==> config.mk <==
export PLATFORM = sky130hd
export DESIGN_NAME = spi_adc_scanner
export DESIGN_NICKNAME = d
export VERILOG_FILES = /design/src/rtl/adc_pkg.sv /design/src/rtl/spi_clk_gen.sv /design/src/rtl/spi_adc_scanner.sv
export SDC_FILE = /design/constraint.sdc
export NUM_CORES = 1
export LEC_CHECK = 0
export BUFFER_PORTS_ARGS = -buffer_cell sky130_fd_sc_hd__buf_2
export CAP_MARGIN = 20
export CORE_ASPECT_RATIO = 0.7
export CORE_UTILIZATION = 58
export CTS_BUF_LIST = sky130_fd_sc_hd__clkbuf_4 sky130_fd_sc_hd__clkbuf_8
export CTS_CLUSTER_SIZE = 25
export DETAILED_ROUTE_END_ITERATION = 10
export GPL_TIMING_DRIVEN = 0
export PLACE_DENSITY = 0.77
export REMOVE_ABC_BUFFERS = 1
export SLEW_MARGIN = 10
export SYNTH_ARGS = -nofsm -noshare
export SYNTH_HDL_FRONTEND = slang
export SYNTH_SLANG_ARGS = --single-unit
==> constraint.sdc <==
create_clock -name clk -period 1.8 [get_ports clk]
set_clock_uncertainty 0.1 [all_clocks]
set_input_delay 0.36 -clock clk [delete_from_list [all_inputs] [get_ports clk]]
set_output_delay 0.36 -clock clk [all_outputs]
set_load 0.03 [all_outputs]
==> src/rtl/adc_pkg.sv <==
// Shared types and frame-geometry helpers for the MCP300x SPI ADC scanner.
package adc_pkg;

  typedef enum logic [2:0] {IDLE, SETUP, SHIFT, HOLD, DONE} state_t;

  localparam logic START_BIT = 1'b1;

  function automatic int ch_w(input int num_ch);
    return (num_ch > 1) ? $clog2(num_ch) : 1;
  endfunction

  // SCLK periods per frame: start + SGL/DIFF + channel bits + null bits + result
  function automatic int nbits(input int num_ch, input int null_bits, input int data_w);
    return 2 + ch_w(num_ch) + null_bits + data_w;
  endfunction

endpackage

==> src/rtl/spi_clk_gen.sv <==
// SCLK divider: toggles sclk every CLK_DIV clk cycles while enabled, with
// one-cycle strobes flagging the clk edge on which sclk rises or falls.
module spi_clk_gen #(
  parameter int CLK_DIV = 4
) (
  input  logic clk,
  input  logic rst,
  input  logic en,
  output logic sclk,
  output logic sclk_rise,
  output logic sclk_fall
);

  localparam int DIV_W = (CLK_DIV > 1) ? $clog2(CLK_DIV) : 1;
  localparam logic [DIV_W-1:0] DIV_LAST = DIV_W'(CLK_DIV - 1);

  logic [DIV_W-1:0] cnt;
  logic             tick;

  assign tick      = en && (cnt == DIV_LAST);
  assign sclk_rise = tick && !sclk;
  assign sclk_fall = tick && sclk;

  // Leaving SHIFT parks the divider so the next frame starts from a clean low phase
  always_ff @(posedge clk) begin
    if (rst || !en) begin
      cnt  <= '0;
      sclk <= 1'b0;
    end else begin
      cnt <= tick ? '0 : cnt + DIV_W'(1);
      if (tick) sclk <= ~sclk;
    end
  end

endmodule

==> src/rtl/spi_adc_scanner.sv <==
// SPI master for MCP300x-family SAR ADCs with per-request channel/mode select.
// Define ADC_SCAN_EN to add the scan input for automatic round-robin conversion.
module spi_adc_scanner
  import adc_pkg::*;
#(
  parameter  int DATA_W    = 10,
  parameter  int NUM_CH    = 2,
  parameter  int CLK_DIV   = 4,
  parameter  int NULL_BITS = 1,
  localparam int CH_W      = ch_w(NUM_CH)
) (
  input  logic              clk,
  input  logic              rst,
  input  logic              start,
  input  logic [CH_W-1:0]   ch,
  input  logic              diff,
`ifdef ADC_SCAN_EN
  input  logic              scan,
`endif
  output logic              busy,
  output logic              valid,
  output logic [DATA_W-1:0] dout,
  output logic [CH_W-1:0]   dout_ch,
  output logic              err,
  output logic              adc_cs,
  output logic              adc_clk,
  output logic              adc_din,
  input  logic              adc_dout
);

  localparam int NB       = nbits(NUM_CH, NULL_BITS, DATA_W);
  localparam int CMD_BITS = 2 + CH_W;
  localparam int BIT_W    = $clog2(NB + 1);
  localparam int DIV_W    = (CLK_DIV > 1) ? $clog2(CLK_DIV) : 1;

  localparam logic [BIT_W-1:0] SKIP_V   = BIT_W'(CMD_BITS + NULL_BITS);
  localparam logic [BIT_W-1:0] LAST_V   = BIT_W'(NB - 1);
  localparam logic [DIV_W-1:0] DIV_LAST = DIV_W'(CLK_DIV - 1);
  localparam logic [CH_W:0]    NUM_CH_V = NUM_CH[CH_W:0];
  localparam logic [CH_W-1:0]  LAST_CH  = CH_W'(NUM_CH - 1);

  state_t              state_q, state_d;
  logic                accept, reject, cont_q;
  logic                scan_en, wait_done, last_bit;
  logic                sclk_rise, sclk_fall;
  logic [DIV_W-1:0]    wait_cnt;
  logic [BIT_W-1:0]    bit_cnt;
  logic [CH_W-1:0]     ch_q, next_ch;
  logic                diff_q;
  logic [CMD_BITS-2:0] cmd_sr;
  logic [DATA_W-1:0]   res_sr;

`ifdef ADC_SCAN_EN
  assign scan_en = scan;
`else
  assign scan_en = 1'b0;
`endif

  assign wait_done = (wait_cnt == DIV_LAST);
  assign last_bit  = (bit_cnt == LAST_V);
  assign next_ch   = (ch_q == LAST_CH) ? '0 : ch_q + CH_W'(1);

  spi_clk_gen #(.CLK_DIV(CLK_DIV)) u_clk_gen (
    .clk      (clk),
    .rst      (rst),
    .en       (state_q == SHIFT),
    .sclk     (adc_clk),
    .sclk_rise(sclk_rise),
    .sclk_fall(sclk_fall)
  );

  always_ff @(posedge clk) begin
    if (rst) state_q <= IDLE;
    else     state_q <= state_d;
  end

  always_comb begin
    state_d = state_q;
    accept  = 1'b0;
    reject  = 1'b0;
    case (state_q)
      IDLE: begin
        if (start) begin
          if ({1'b0, ch} < NUM_CH_V) begin
            accept  = 1'b1;
            state_d = SETUP;
          end else begin
            reject  = 1'b1;
          end
        end
      end
      SETUP:   if (wait_done) state_d = SHIFT;
      SHIFT:   if (sclk_fall && last_bit) state_d = HOLD;
      HOLD:    if (wait_done) state_d = DONE;
      DONE:    state_d = cont_q ? SETUP : IDLE;
      default: state_d = IDLE;
    endcase
  end

  always_ff @(posedge clk) begin
    if (rst) begin
      busy     <= 1'b0;
      valid    <= 1'b0;
      err      <= 1'b0;
      dout     <= '0;
      dout_ch  <= '0;
      adc_cs   <= 1'b1;
      adc_din  <= 1'b0;
      wait_cnt <= '0;
      bit_cnt  <= '0;
      ch_q     <= '0;
      diff_q   <= 1'b0;
      cmd_sr   <= '0;
      res_sr   <= '0;
      cont_q   <= 1'b0;
    end else begin
      valid <= 1'b0;
      err   <= reject;
      if (state_q == SETUP || state_q == HOLD) wait_cnt <= wait_done ? '0 : wait_cnt + DIV_W'(1);
      else                                     wait_cnt <= '0;

      case (state_q)
        IDLE: begin
          if (accept) begin
            ch_q    <= ch;
            diff_q  <= diff;
            cmd_sr  <= {~diff, ch};
            bit_cnt <= '0;
            busy    <= 1'b1;
            adc_cs  <= 1'b0;
            adc_din <= START_BIT;
          end
        end
        SHIFT: begin
          if (sclk_rise && bit_cnt >= SKIP_V) res_sr <= {res_sr[DATA_W-2:0], adc_dout};
          // Command bits leave MSB first; zeros follow once the command is exhausted
          if (sclk_fall) begin
            adc_din <= cmd_sr[CMD_BITS-2];
            cmd_sr  <= {cmd_sr[CMD_BITS-3:0], 1'b0};
            bit_cnt <= bit_cnt + BIT_W'(1);
            if (last_bit) adc_cs <= 1'b1;
          end
        end
        HOLD: begin
          // A scan continuation drops CS here so the CS-high gap is exactly HOLD
          if (wait_done && scan_en) begin
            cont_q  <= 1'b1;
            adc_cs  <= 1'b0;
            adc_din <= START_BIT;
          end
        end
        DONE: begin
          valid   <= 1'b1;
          dout    <= res_sr;
          dout_ch <= ch_q;
          cont_q  <= 1'b0;
          if (cont_q) begin
            ch_q    <= next_ch;
            cmd_sr  <= {~diff_q, next_ch};
            bit_cnt <= '0;
          end else begin
            busy    <= 1'b0;
          end
        end
        default: ;
      endcase
    end
  end

endmodule

=== After elaboration in Yosys (flattened, before gate mapping) ===
Index checks and enable logic that the tools add are counted.
W data, S select, Z words.

* Output and inout port bits: 17
* Bits of input ports: 6
* Word-level logic and storage cells: 82
* Flip-flop bits (word level): 40

* Magnitude comparators: 1
* Equal/unequal tests: 14
* Bitwise logic cells: 4
* Add/sub/neg operators: 3
* Reductions and logical operators: 22
* Mux-type cells: 24

{| class="wikitable"
|+ Operator list
! cell !! number
|-
| $ne A2 B2 Y1 const B || 7
|-
| $mux W3 || 4
|-
| $pmux W3 S4 || 1
|-
| $reduce_and A4 Y1 || 3
|-
| $mux W1 || 10
|-
| $mux W4 || 2
|-
| $pmux W4 S2 || 1
|-
| $eq A3 B2 Y1 const B || 2
|-
| $pmux W1 S2 || 3
|-
| $reduce_and A3 Y1 || 2
|-
| $logic_and A1 B1 Y1 || 5
|-
| $add A2 B1 Y2 const B || 2
|-
| $add A4 B1 Y4 const B || 1
|-
| $eq A2 B2 Y1 const B || 2
|-
| $eq A4 B4 Y1 const B || 1
|-
| $ge A4 B3 Y1 const B || 1
|-
| $mux W2 || 2
|-
| $not A1 Y1 || 4
|-
| $pmux W2 S2 || 1
|-
| $reduce_and A2 Y1 || 2
|-
| $reduce_bool A2 Y1 || 2
|-
| $eq A3 B1 Y1 const B || 1
|-
| $eq A3 B3 Y1 const B || 1
|-
| $logic_not A3 Y1 || 1
|-
| other kinds (5) || 7
|}

=== Depth between registers and ports, before layout ===
Gate-level depths: netlist of the first run.

* Depth in word-level cells: 6
* Gate-level depth with buffers: 6

=== Hierarchy ===
From an unflattened synthesis of the first run, not the netlist that was laid out.

* Cell total of the unflattened synthesis: 170
* Area total of the unflattened synthesis: 1,571.5 um^2

{| class="wikitable"
|+ Modules (own cells, without submodules)
! module !! seq. area each (um^2) !! times used !! area an instance (um^2) !! cells each
|-
| spi_adc_scanner || 740.7 || 1 || 1,452.6 || 158
|-
| spi_clk_gen || 60.1 || 1 || 118.9 || 12
|}

=== Worst setup path after synthesis of the first run ===
Ideal clock, no wire load.

* Path type: register to register
* From: register u_clk_gen.sclk
* To: register bit_cnt[3]
* Cell stages (with the launch flop): 4
* Slack: 0.318 ns
* Buffers on the path: 0
* Data arrival time: 1.310 ns
* Cell sequence: dfxtp_1 > nand3_1 > a211oi_1 > mux2i_1

* Cells in the longest elaborated chain, start to end: 3

{| class="wikitable"
|+ Ends and longest elaborated chain
! item !! line !! source
|-
| start, declared || spi_clk_gen.sv:9 || <nowiki>output logic sclk,</nowiki>
|-
| start signal, assigned || spi_clk_gen.sv:31 || <nowiki>if (tick) sclk <= ~sclk;</nowiki>
|-
| $logic_and A1 B1 Y1 || spi_clk_gen.sv:22 || <nowiki>assign sclk_fall = tick && sclk;</nowiki>
|-
| $ne A2 B2 Y1 (no source line) || n/a ||
|-
| $reduce_and A4 Y1 (no source line) || n/a ||
|-
| end signal, assigned || spi_adc_scanner.sv:140 || <nowiki>bit_cnt <= bit_cnt + BIT_W'(1);</nowiki>
|-
| end, declared || spi_adc_scanner.sv:47 || <nowiki>logic [BIT_W-1:0] bit_cnt;</nowiki>
|}

No other way between the ends.
A chain may end at the register's enable or synchronous reset.

=== Worst setup path after layout of the first run ===
* From: register state_q[1]
* To: register cmd_sr[1]

* Cells in the longest elaborated chain, start to end: 5
* Elaborated cells between the ends (all ways): 12

{| class="wikitable"
|+ Ends and longest elaborated chain
! item !! line !! source
|-
| start, declared || spi_adc_scanner.sv:42 || <nowiki>state_t state_q, state_d;</nowiki>
|-
| start signal, assigned || spi_adc_scanner.sv:74 || <nowiki>else state_q <= state_d;</nowiki>
|-
| $eq A3 B2 Y1 || spi_adc_scanner.sv:66, spi_adc_scanner.sv:122 ||
|-
| $logic_and A1 B1 Y1 || spi_clk_gen.sv:20 || <nowiki>assign tick = en && (cnt == DIV_LAST);</nowiki>
|-
| $logic_and A1 B1 Y1 || spi_clk_gen.sv:22 ||
|-
| $ne A2 B2 Y1 (no source line) || n/a ||
|-
| $reduce_and A4 Y1 (no source line) || n/a ||
|-
| end signal, assigned || spi_adc_scanner.sv:127 || <nowiki>cmd_sr <= {~diff, ch};</nowiki>
|-
| end signal, assigned || spi_adc_scanner.sv:139 || <nowiki>cmd_sr <= {cmd_sr[CMD_BITS-3:0], 1'b0};</nowiki>
|-
| end signal, assigned || spi_adc_scanner.sv:159 || <nowiki>cmd_sr <= {~diff_q, next_ch};</nowiki>
|-
| end, declared || spi_adc_scanner.sv:50 || <nowiki>logic [CMD_BITS-2:0] cmd_sr;</nowiki>
|}

Several ways; a longest one is shown, not always the timed one.

==> results of run 1 <==
-- final timing paths --
| check | from | to | slack, ps | cells after the start |
|---|---|---|---|---|
| max reg2reg | state_q[1] | cmd_sr[1] | 5 | 3 |
| min | adc_dout | res_sr[0] | 240 | 3 |
| max | state_q[1] | cmd_sr[1] | 5 | 3 |
| min reg2reg | wait_cnt[0] | wait_cnt[0] | 340 | 1 |
-- flip-flops by register name, summed over array words and instances, names as in the netlist --
register / flops
dout: 10
res_sr: 10
bit_cnt: 4
state_q: 3
cmd_sr: 2
u_clk_gen.cnt: 2
wait_cnt: 2
adc_cs: 1
adc_din: 1
busy: 1
ch_q: 1
dout_ch: 1
u_clk_gen.sclk: 1
valid: 1
-- power breakdown --
group | internal, uW | total (uW) | leakage, uW | switching, uW
Combinational | 26.5 | 80.7 | 0.000325 | 54.3
Sequential | 898 | 910 | 0.000324 | 11.7
Clock | 306 | 603 | 0.0000510 | 297
Total | 1230 | 1590 | 0.000700 | 363
-- worst min-delay path, delay by kind of cell --
family | cells | cell delay [ps]
and+or+nand+nor | 1 | 60
buffers and inverters | 1 | 100
AOI/OAI and AO/OA | 1 | 60
-- final cells by class --
cell class	count	area (um2)	share of cell area [%]
Clock buffer	6	82.58	4.424
Clock inverter	2	10.01	0.5362
Inverter	3	11.26	0.6032
Multi-Input combinational cell	127	799.5	42.83
Sequential cell	40	800.8	42.90
Tap cell	34	42.54	2.279
Timing Repair Buffer	23	120.1	6.434
-- routing by layer --
metal	part of all wire (%)	GRT usage [%]	routed length, um	up-vias
met1	49	32.24	1731	674
met2	44	37.14	1562	46
met5	0	0	0	-
met3	5.1	6.796	181	8
met4	1.8	12.77	62	0
li1	-	-	-	699
-- Yosys cell counts (2+ instances only) --
| cell type | n |
|---|---|
| nand4_1 | 10 |
| or3_1 | 2 |
| nand2b_1 | 2 |
| a211oi_1 | 2 |
| nor4b_1 | 3 |
| a21oi_1 | 24 |
| inv_1 | 3 |
| nor3b_1 | 2 |
| mux2i_1 | 3 |
| clkbuf_1 | 5 |
| o211ai_1 | 2 |
| nor3_1 | 2 |
| ha_1 | 4 |
| dfxtp_1 | 40 |
| or2_2 | 2 |
| buf_1 | 3 |
| nor2_1 | 5 |
| nand3_1 | 6 |
| or3b_1 | 2 |
| nand2_1 | 28 |
| o31ai_1 | 10 |
| nor2b_1 | 2 |
| buf_2 | 7 |
-- per-stage QoR --
step | setup TNS [ps] | instances | hold slack (ps) | power (uW)
final | 0 | 235 | 238.0 | 1593
after global placement | -5936 | 225 | 313.5 | 1004
after floorplan | -138.5 | 170 | 305.2 | 974.2
after detailed placement | -3595 | 225 | 328.8 | 1009
after CTS | 0 | 235 | 239.7 | 1601
after global routing | -221.8 | 235 | 249.8 | 1647
-- cell families (layout without fill, tap and decap cells) --
logic type,after synthesis,count (layout),synth area share [%]
AND/OR/NAND/NOR,71,71,22.64
AO/OA/AOI/OAI,46,46,17.62
flip-flops,40,40,47.98
buffers and inverters,20,34,5.697
adder cells (fa/ha/maj),4,4,2.999
multiplexers,3,3,1.799
XOR/XNOR,2,2,1.050
other,1,1,0.2247
-- what timing repair did --
action	4_1_cts	5_1_grt
endpoints found under the setup margin	19	8
cloned	0	0
resized for setup	4	1
buffers inserted	2	0
hold endpoints to repair	0	0
==> impl_metrics.tcl, run 1 <==
set metrics [dict create \
    run_status "completed" \
    cts.sinks 40 \
    cts_htree_levels 2 \
    cpMaxStageDelayCell "dfxtp_1" \
    synthesis.area_per_instance_um2 8.926 \
    count_of_fill_cells_added_during_filler_insertion 210 \
    power-per-cell-area_nw_per_um2 853.4 \
    fp-row-count 15 \
    clock_buffers_created_by_tritoncts 5 \
    synthesis.yosys.warnings 0 \
    clk_pin_slew_ps 70 \
    crit_type "register to register" \
    achievable-frequency_mhz 557.2 \
    grt_pass1_vias 1185 \
    post-route-period-util_pct 99.71 \
    antenna_diode_count 0 \
    critical_path.n_buffers_inverters 0 \
    leakage_uw 0.0006997 \
    design.final.nets 210 \
    top_family_by_delay_on_critical_path "flip-flops" \
    grt_antenna_before_repair 0 \
    drcViolationCount 0 \
    io_pins 23 \
    synthTopCellsByArea "dfxtp_1, a21oi_1, nand2_1, o31ai_1, nand4_1" \
    synthDominantCellAreaShare_pct 47.98 \
    grt-ovfl-total 0 \
    worst_setup_sp_type "register" \
    start_util_pct 64.44 \
    vias 1427 \
    layout_commonest_cell "dfxtp_1" \
    crit_chain "or3b_4 > a221o_1 > mux2i_1" \
    clock_insertion_delay_worst_skew_ps 290 \
    synth.yosys.seq_area_share_pct 47.98 \
    drt_first_iter_violations 84 \
    floorplan.die.height_um 46.88 \
    synthArstFlopShare_pct 0 \
    gp_routability_congestion 0.9006 \
    first_pass_grt_wire_length_um 5485 \
    postRouteWirelength_um 3538 \
    synth_edf_count 0 \
    fp.coreArea_um2 2590 \
    final_util_pct 72.08 \
    commonest_cells_after_routing_fill_and_taps_aside "dfxtp_1, nand2_1, a21oi_1" \
    drt-pass1-iter-count 4 \
    worst_slew_pin_slew_ps 752.3 \
    area_growth_pct 11.84 \
    irDropWorstVdd_mv 0.5421 \
    drive_gt1_share_pct 19.90 \
    syn_inst 187 \
    slew_headroom_pct 49.62 \
    detailed_place.area_um2 1738 \
    worstSetupEndpointType "register" \
    layout.cell_area.non_filler_um2 1867 \
    syn-cell-area_um2 1669 \
    yosys_most_used_dff "dfxtp_1" \
    place_worst_setup_slack_ps -377.4 \
    synth.distinct_cells 41 \
    finalWorstPathRequiredPeriod_ps 1795 \
    routed_via_density 6.072 \
    finalWorstSetupSlack_ps 5.278 \
    crit_required_ps 1920 \
    yosys_register_bits 40 \
    setup_viol 0 \
    pin_count_of_the_biggest_net_entering_global_routing 39 \
    holdCritPathClass "input port to register" \
    maxCapViolCount 0 \
    ctsHoldBuffers 0 \
    final_hold_viol_count 0 \
    grt_setup_unrepaired "true" \
    maximum_fanout_along_the_worst_path 14 \
    tritoncts_clock_tree "done" \
    place_hpwl_um 2317 \
    arrival_ps 1910 \
    final_max_slew_viol_count 0 \
    antenna_violation_net_count_after_detailed_routing 0 \
    number_of_port_buffers 21 \
    wl_per_cell_um 15.06 \
    dieArea_um2 3099 \
    cts_max_path_buffers 2 \
    die_width_um 66.12 \
    critPathMaxStageDelay_ps 550 \
    ctsRootBufferMaster "clkbuf_8" \
    grt_util_all_layers_pct 24.37 \
    yosysTopAreaCell "dfxtp_1" \
]
Power figures use the tool's default switching activity.
==> run 2: changes to the inputs <==
--- a/config.mk
+++ b/config.mk
@@ -13,9 +13,10 @@
 export CTS_CLUSTER_SIZE = 25
 export DETAILED_ROUTE_END_ITERATION = 10
 export GPL_TIMING_DRIVEN = 0
-export PLACE_DENSITY = 0.77
+export PLACE_DENSITY = 0.78
 export REMOVE_ABC_BUFFERS = 1
 export SLEW_MARGIN = 10
 export SYNTH_ARGS = -nofsm -noshare
 export SYNTH_HDL_FRONTEND = slang
+export SYNTH_HIERARCHICAL = 1
 export SYNTH_SLANG_ARGS = --single-unit
==> run 2 against run 1 <==
Against the previous run: core utilization grew 2.9 points; clock power up 3%; worst hold slack got worse by 15 ps; power rose by 1.9%; wire length shrank 0.14%; largest cell class unchanged.
==> impl_metrics.tcl, run 2 <==
set metrics [dict create \
    run_status "completed" \
    place_hpwl_um 2140 \
    crit_type "register to register" \
    cts_htree_levels 2 \
    grt_antenna_before_repair 0 \
    first_pass_grt_wire_length_um 5092 \
    commonest_cells_after_routing_fill_and_taps_aside "nand2_1, dfxtp_1, buf_2" \
    achievable-frequency_mhz 563.3 \
    yosys_register_bits 40 \
    dieArea_um2 2925 \
    clk_pin_slew_ps 80 \
    routed_via_density 5.621 \
    synth.yosys.seq_area_share_pct 50.96 \
    number_of_port_buffers 21 \
    worstReg2RegEnd "bit_cnt[3]" \
    grt-ovfl-total 0 \
    cpMaxStageDelayCell "or3_1" \
    tritoncts_clock_tree "done" \
    drt_first_iter_violations 78 \
    layout.cell_area.non_filler_um2 1887 \
    synth.distinct_cells 39 \
    grt_util_all_layers_pct 24.17 \
    setup_viol 0 \
    drcViolationCount 0 \
    io_pins 23 \
    syn-cell-area_um2 1572 \
    count_of_fill_cells_added_during_filler_insertion 186 \
    hold_ws_ps 222.7 \
    worstSetupStartpoint "state_q[0]" \
    worst_slew_pin_slew_ps 663.4 \
    clock_insertion_delay_worst_skew_ps 300 \
    area_growth_pct 20.06 \
    maxCapViolCount 0 \
    crit_required_ps 1930 \
    cts_max_path_buffers 2 \
    synthesis.area_per_instance_um2 9.244 \
    p_total_uw 1623 \
    irDropWorstVdd_mv 0.4804 \
    worstSetupEndpointType "register" \
    detailed_place.area_um2 1664 \
    largest_registers "dout (10), res_sr (10), bit_cnt (4)" \
    final_max_slew_viol_count 0 \
    holdCritPathClass "input port to register" \
    slew_headroom_pct 55.58 \
    gp_routability_congestion 0.7630 \
    synthesis.yosys.warnings 6 \
    cts.sinks 40 \
    critPathMaxStageDelay_ps 390 \
    antenna_diode_count 0 \
    worst_setup_sp_type "register" \
    antenna_violation_net_count_after_detailed_routing 0 \
    fp.coreArea_um2 2515 \
    postRouteWirelength_um 3533 \
    drive_gt1_share_pct 27.27 \
    ctsHoldBuffers 0 \
    totalNegativeSetupSlack_ps 0 \
    multi_input_area_um2 759.5 \
    pin_count_of_the_biggest_net_entering_global_routing 28 \
    clock_buffers_created_by_tritoncts 5 \
    vias 1304 \
    design.final.nets 207 \
    wl_per_cell_um 15.23 \
    yosys_most_used_dff "dfxtp_1" \
    final_hold_viol_count 0 \
    arrival_ps 1900 \
    power-per-cell-area_nw_per_um2 860.0 \
    floorplan.die.height_um 45.55 \
    yosysTopAreaCell "dfxtp_1" \
    drt-pass1-iter-count 4 \
    ff_latch_area_um2 812.0 \
    crit_chain "nor2_4 > and2_4 > and3_4 > nand4bb_4 > or3_1 > a21oi_1" \
    synthTopCellsByArea "dfxtp_1, nand2_1, mux2i_1, a21oi_1, ha_1" \
    maximum_fanout_along_the_worst_path 6 \
    ctsRootBufferMaster "clkbuf_8" \
    fp-row-count 15 \
    post-route-period-util_pct 98.63 \
    grt_pass1_vias 1112 \
    synthDominantCellAreaShare_pct 50.96 \
    layout_commonest_cell "nand2_1" \
    crit-reg2reg-launch "state_q[0]" \
    synthArstFlopShare_pct 0 \
    die_width_um 64.22 \
    leakage_uw 0.0007433 \
    synth_edf_count 0 \
    ff2ff_setup_slack_ps 20 \
    finalWorstPathRequiredPeriod_ps 1775 \
    start_util_pct 62.49 \
    synthTopCellsByCount "dfxtp_1, nand2_1, a21oi_1" \
    endpoint "bit_cnt[3]" \
    syn_inst 170 \
    worstRegToRegCells 6 \
]
==> run 2: changes by cell type in the layout (fill, tap and decap cells not counted), sizes merged, moves of 2 or more <==
| cell | change |
|---|---|
| mux2i | +8 |
| o31ai | -8 |
| nand3 | -4 |
| nand4 | -10 |
| nand2 | +12 |
| o21ai | +4 |
| a211oi | -2 |
| buf | +7 |
| a21oi | -7 |
| nor4b | -3 |
==> run 2: cell families (layout without fill, tap and decap cells) <==
logic type                 Yosys count  after routing  share of synthesized area (%)
AOI/OAI and AO/OA                   28             28                          10.27
xor gates and xnor gates             2              2                          1.115
adders and majority gates            4              4                          3.185
buffers and inverters               12             40                          3.981
DFF                                 40             40                          50.96
muxes                               11             11                          7.007
other                                1              1                         0.2386
and+or+nand+nor                     72             72                          23.25
==> run 2: how the worst min path moves through the flow <==
stage,to,depth (start not counted),slack (ps),startpoint
global route,res_sr[0],3,230,adc_dout
CTS,res_sr[0],3,230,adc_dout
finish,res_sr[0],3,220,adc_dout
floorplan,wait_cnt[0],1,310,wait_cnt[0]
global placement,wait_cnt[0],1,310,wait_cnt[0]
detailed placement,wait_cnt[0],1,330,wait_cnt[0]
==> run 2: report_power, final <==
group	internal [uW]	switching [uW]
Sequential	895	9.89
Clock	306	314
Combinational	38.4	59.5
==> run 2: area by class of cell <==
type	count	area share, %
Sequential cell	40	43.04
Multi-Input combinational cell	118	40.25
Timing Repair Buffer	30	9.151
Clock buffer	6	4.377
Tap cell	34	2.255
Clock inverter	2	0.5305
Inverter	2	0.3979
==> run 2: through the flow <==
step | util (%) | cells | setup slack [ps]
finish | 75.02 | 232 | 24.61
CTS | 71.44 | 224 | -1.778
floorplan | - | 160 | 50.42
detailed placement | 66.17 | 215 | -215.7
global route | 75.02 | 232 | -9.022
global placement | 66.17 | 215 | -133.3
==> run 2: layer usage <==
layer	vias to the layer above	share of wire, %	track usage (%)
met5	-	0	0
met1	610	45	29.25
met3	15	5.5	7.000
met2	45	47	41.70
li1	634	-	-
met4	0	3.3	9.778
==> run 2: critical path, delay by kind of cell, from the launching register on <==
| family | cells | cell delay, ps |
|---|---|---|
| and+or+nand+nor | 5 | 1050 |
| DFF | 1 | 370 |
| AOI/OAI and AO/OA | 1 | 170 |
==> run 2: timing repair <==
item,CTS,global route
endpoints found under the hold margin,0,0
endpoints found under the setup margin,30,4
buffers inserted,1,8
pin swaps,1,0
resized for setup,12,5
==> run 3: changes to the inputs <==
--- a/config.mk
+++ b/config.mk
@@ -8,12 +8,11 @@
 export BUFFER_PORTS_ARGS = -buffer_cell sky130_fd_sc_hd__buf_2
 export CAP_MARGIN = 20
 export CORE_ASPECT_RATIO = 0.7
-export CORE_UTILIZATION = 58
-export CTS_BUF_LIST = sky130_fd_sc_hd__clkbuf_4 sky130_fd_sc_hd__clkbuf_8
+export CORE_UTILIZATION = 55
 export CTS_CLUSTER_SIZE = 25
 export DETAILED_ROUTE_END_ITERATION = 10
 export GPL_TIMING_DRIVEN = 0
-export PLACE_DENSITY = 0.78
+export PLACE_DENSITY = 0.74
 export REMOVE_ABC_BUFFERS = 1
 export SLEW_MARGIN = 10
 export SYNTH_ARGS = -nofsm -noshare
==> run 3 against run 2 <==
Against the previous run: power grew 9.8%; combinational power shrank 8.5%; core utilization shrank 2.7 points; clock-buffer cell count grew 1; critical path type unchanged; sequential share of layout area grew 0.15 points; largest power group unchanged; die area grew 5.2%.
==> impl_metrics.tcl, run 3 (synthesized netlist as in run 2, its figures left out) <==
set metrics [dict create \
    run_status "completed" \
    place_worst_setup_slack_ps -225.7 \
    combinational_group_share_of_total_power_pct 5.0 \
    cpMaxStageDelayCell "dfxtp_4" \
    cts_htree_levels 2 \
    arrival_ps 1850 \
    power.share.switching_pct 20.36 \
    internal_power_uw 1419 \
    hold_ws_ps 256.1 \
    grt_util_all_layers_pct 23.53 \
    critical_path.n_buffers_inverters 0 \
    critPathMaxStageDelay_ps 460 \
    crit_required_ps 1930 \
    finalWorstPathRequiredPeriod_ps 1721 \
    clock_insertion_delay_worst_skew_ps 290 \
    final_hold_viol_count 0 \
    number_of_port_buffers 21 \
    layout_commonest_cell "nand2_1" \
    vias 1191 \
    design.final.nets 201 \
    power-per-cell-area_nw_per_um2 951.0 \
    start_util_pct 60.68 \
    worst_setup_sp_type "register" \
    dp.cells 216 \
    leakage_uw 0.0007287 \
    drive_gt1_share_pct 25.00 \
    cts.sinks 40 \
    routed_via_density 5.270 \
    antenna_violation_net_count_after_detailed_routing 0 \
    holdCritPathClass "input port to register" \
    area_growth_pct 19.27 \
    largest_registers "dout (10), res_sr (10), bit_cnt (4)" \
    fp-row-count 15 \
    grt_antenna_before_repair 0 \
    maxCapViolCount 0 \
    pin_count_of_the_biggest_net_entering_global_routing 28 \
    final_max_slew_viol_count 0 \
    top_family_by_delay_on_critical_path "simple AND/OR/NAND/NOR gates" \
    dieArea_um2 3078 \
    cts_max_path_buffers 2 \
    maximum_fanout_along_the_worst_path 14 \
    setup_viol 0 \
    postRouteWirelength_um 3123 \
    clk_pin_slew_ps 80 \
    place_hpwl_um 2057 \
    grt-ovfl-total 0 \
    die_width_um 65.89 \
    clock_power_share_pct 44.1 \
    ctsRootBufferMaster "clkbuf_8" \
    drcViolationCount 0 \
    clock_buffers_created_by_tritoncts 5 \
    power.net_switching_uw 363.0 \
    floorplan.die.height_um 46.72 \
    first_pass_grt_wire_length_um 5140 \
    grt_pass1_vias 1150 \
    commonest_cells_after_routing_fill_and_taps_aside "nand2_1, dfxtp_1, buf_2" \
    fp.coreArea_um2 2590 \
    antenna_diode_count 0 \
    finalWorstSetupSlack_ps 78.79 \
    drt_first_iter_violations 81 \
    fraction_of_power_consumed_by_sequential_logic_pct 50.8 \
    gp_routability_congestion 0.8221 \
    p_total_uw 1782 \
    crit_chain "and2_4 > and3_4 > nand4bb_4 > or3_1 > a21oi_1" \
    irDropWorstVdd_mv 0.7150 \
    drt-pass1-iter-count 4 \
    final_cells 226 \
    tritoncts_clock_tree "done" \
    crit_type "register to register" \
    worstSetupEndpointType "register" \
    post-route-period-util_pct 95.62 \
    achievable-frequency_mhz 581.0 \
    wl_per_cell_um 13.82 \
    io_pins 23 \
]
-- run 3: layout make-up --
| class | count | area [um2] |
|---|---|---|
| clock buffer | 7 | 96.34 |
| multi-input combinational | 118 | 763.2 |
| timing repair buffer | 24 | 125.1 |
| fill | 190 | 715.7 |
| inverter | 2 | 7.507 |
| sequential | 40 | 809.5 |
| clock inverter | 1 | 30.03 |
| tap | 34 | 42.54 |
-- run 3: stage by stage --
stage,utilization [%],setup TNS (ps),instance area [um2]
after global routing,72.37,-2.168,1874
after CTS,71.45,0,1851
after global placement,64.25,-2602,1664
after floorplan,-,0,1516
final,72.37,0,1874
after detailed placement,64.44,-2621,1669
-- run 3: what timing repair did --
item	in CTS	in global routing
hold buffers	0	0
setup buffers	1	1
gates resized for setup	13	3
pin swaps	3	2
setup endpoints to repair	19	9
-- run 3: path summary, 6_finish.rpt --
| path | start | to | slack, ps | depth (start not counted) |
|---|---|---|---|---|
| setup / recovery | state_q[1] | bit_cnt[3] | 80 | 5 |
| hold / removal | adc_dout | res_sr[0] | 260 | 3 |
| setup reg to reg | state_q[1] | bit_cnt[3] | 80 | 5 |
| hold reg to reg | u_clk_gen/cnt[0] | u_clk_gen/cnt[0] | 330 | 1 |
-- run 3: power groups by stage --
stage / combinational, uW / clock [uW] / sequential [uW]
5_1_grt: 99.5 / 837 / 908
3_3_place_gp: 72.7 / 0 / 928
4_1_cts: 82.9 / 798 / 908
6_report: 89.6 / 787 / 906
3_5_place_dp: 75.6 / 0 / 929
2_1_floorplan: 34.9 / 0 / 939
-- run 3: tightest hold or removal path: cells and delay by family --
| kind | cells | cell delay (ps) |
|---|---|---|
| buffers and inverters | 1 | 100 |
| multiplexers | 1 | 70 |
| AND/OR/NAND/NOR | 1 | 60 |
-- run 3: routing by layer --
metal	wire [um]	track usage, %	vias up
li1	-	-	621
met1	1534	31.01	532
met2	1380	36.53	31
met3	166	6.683	7
met4	42	10.43	0
met5	0	0	-
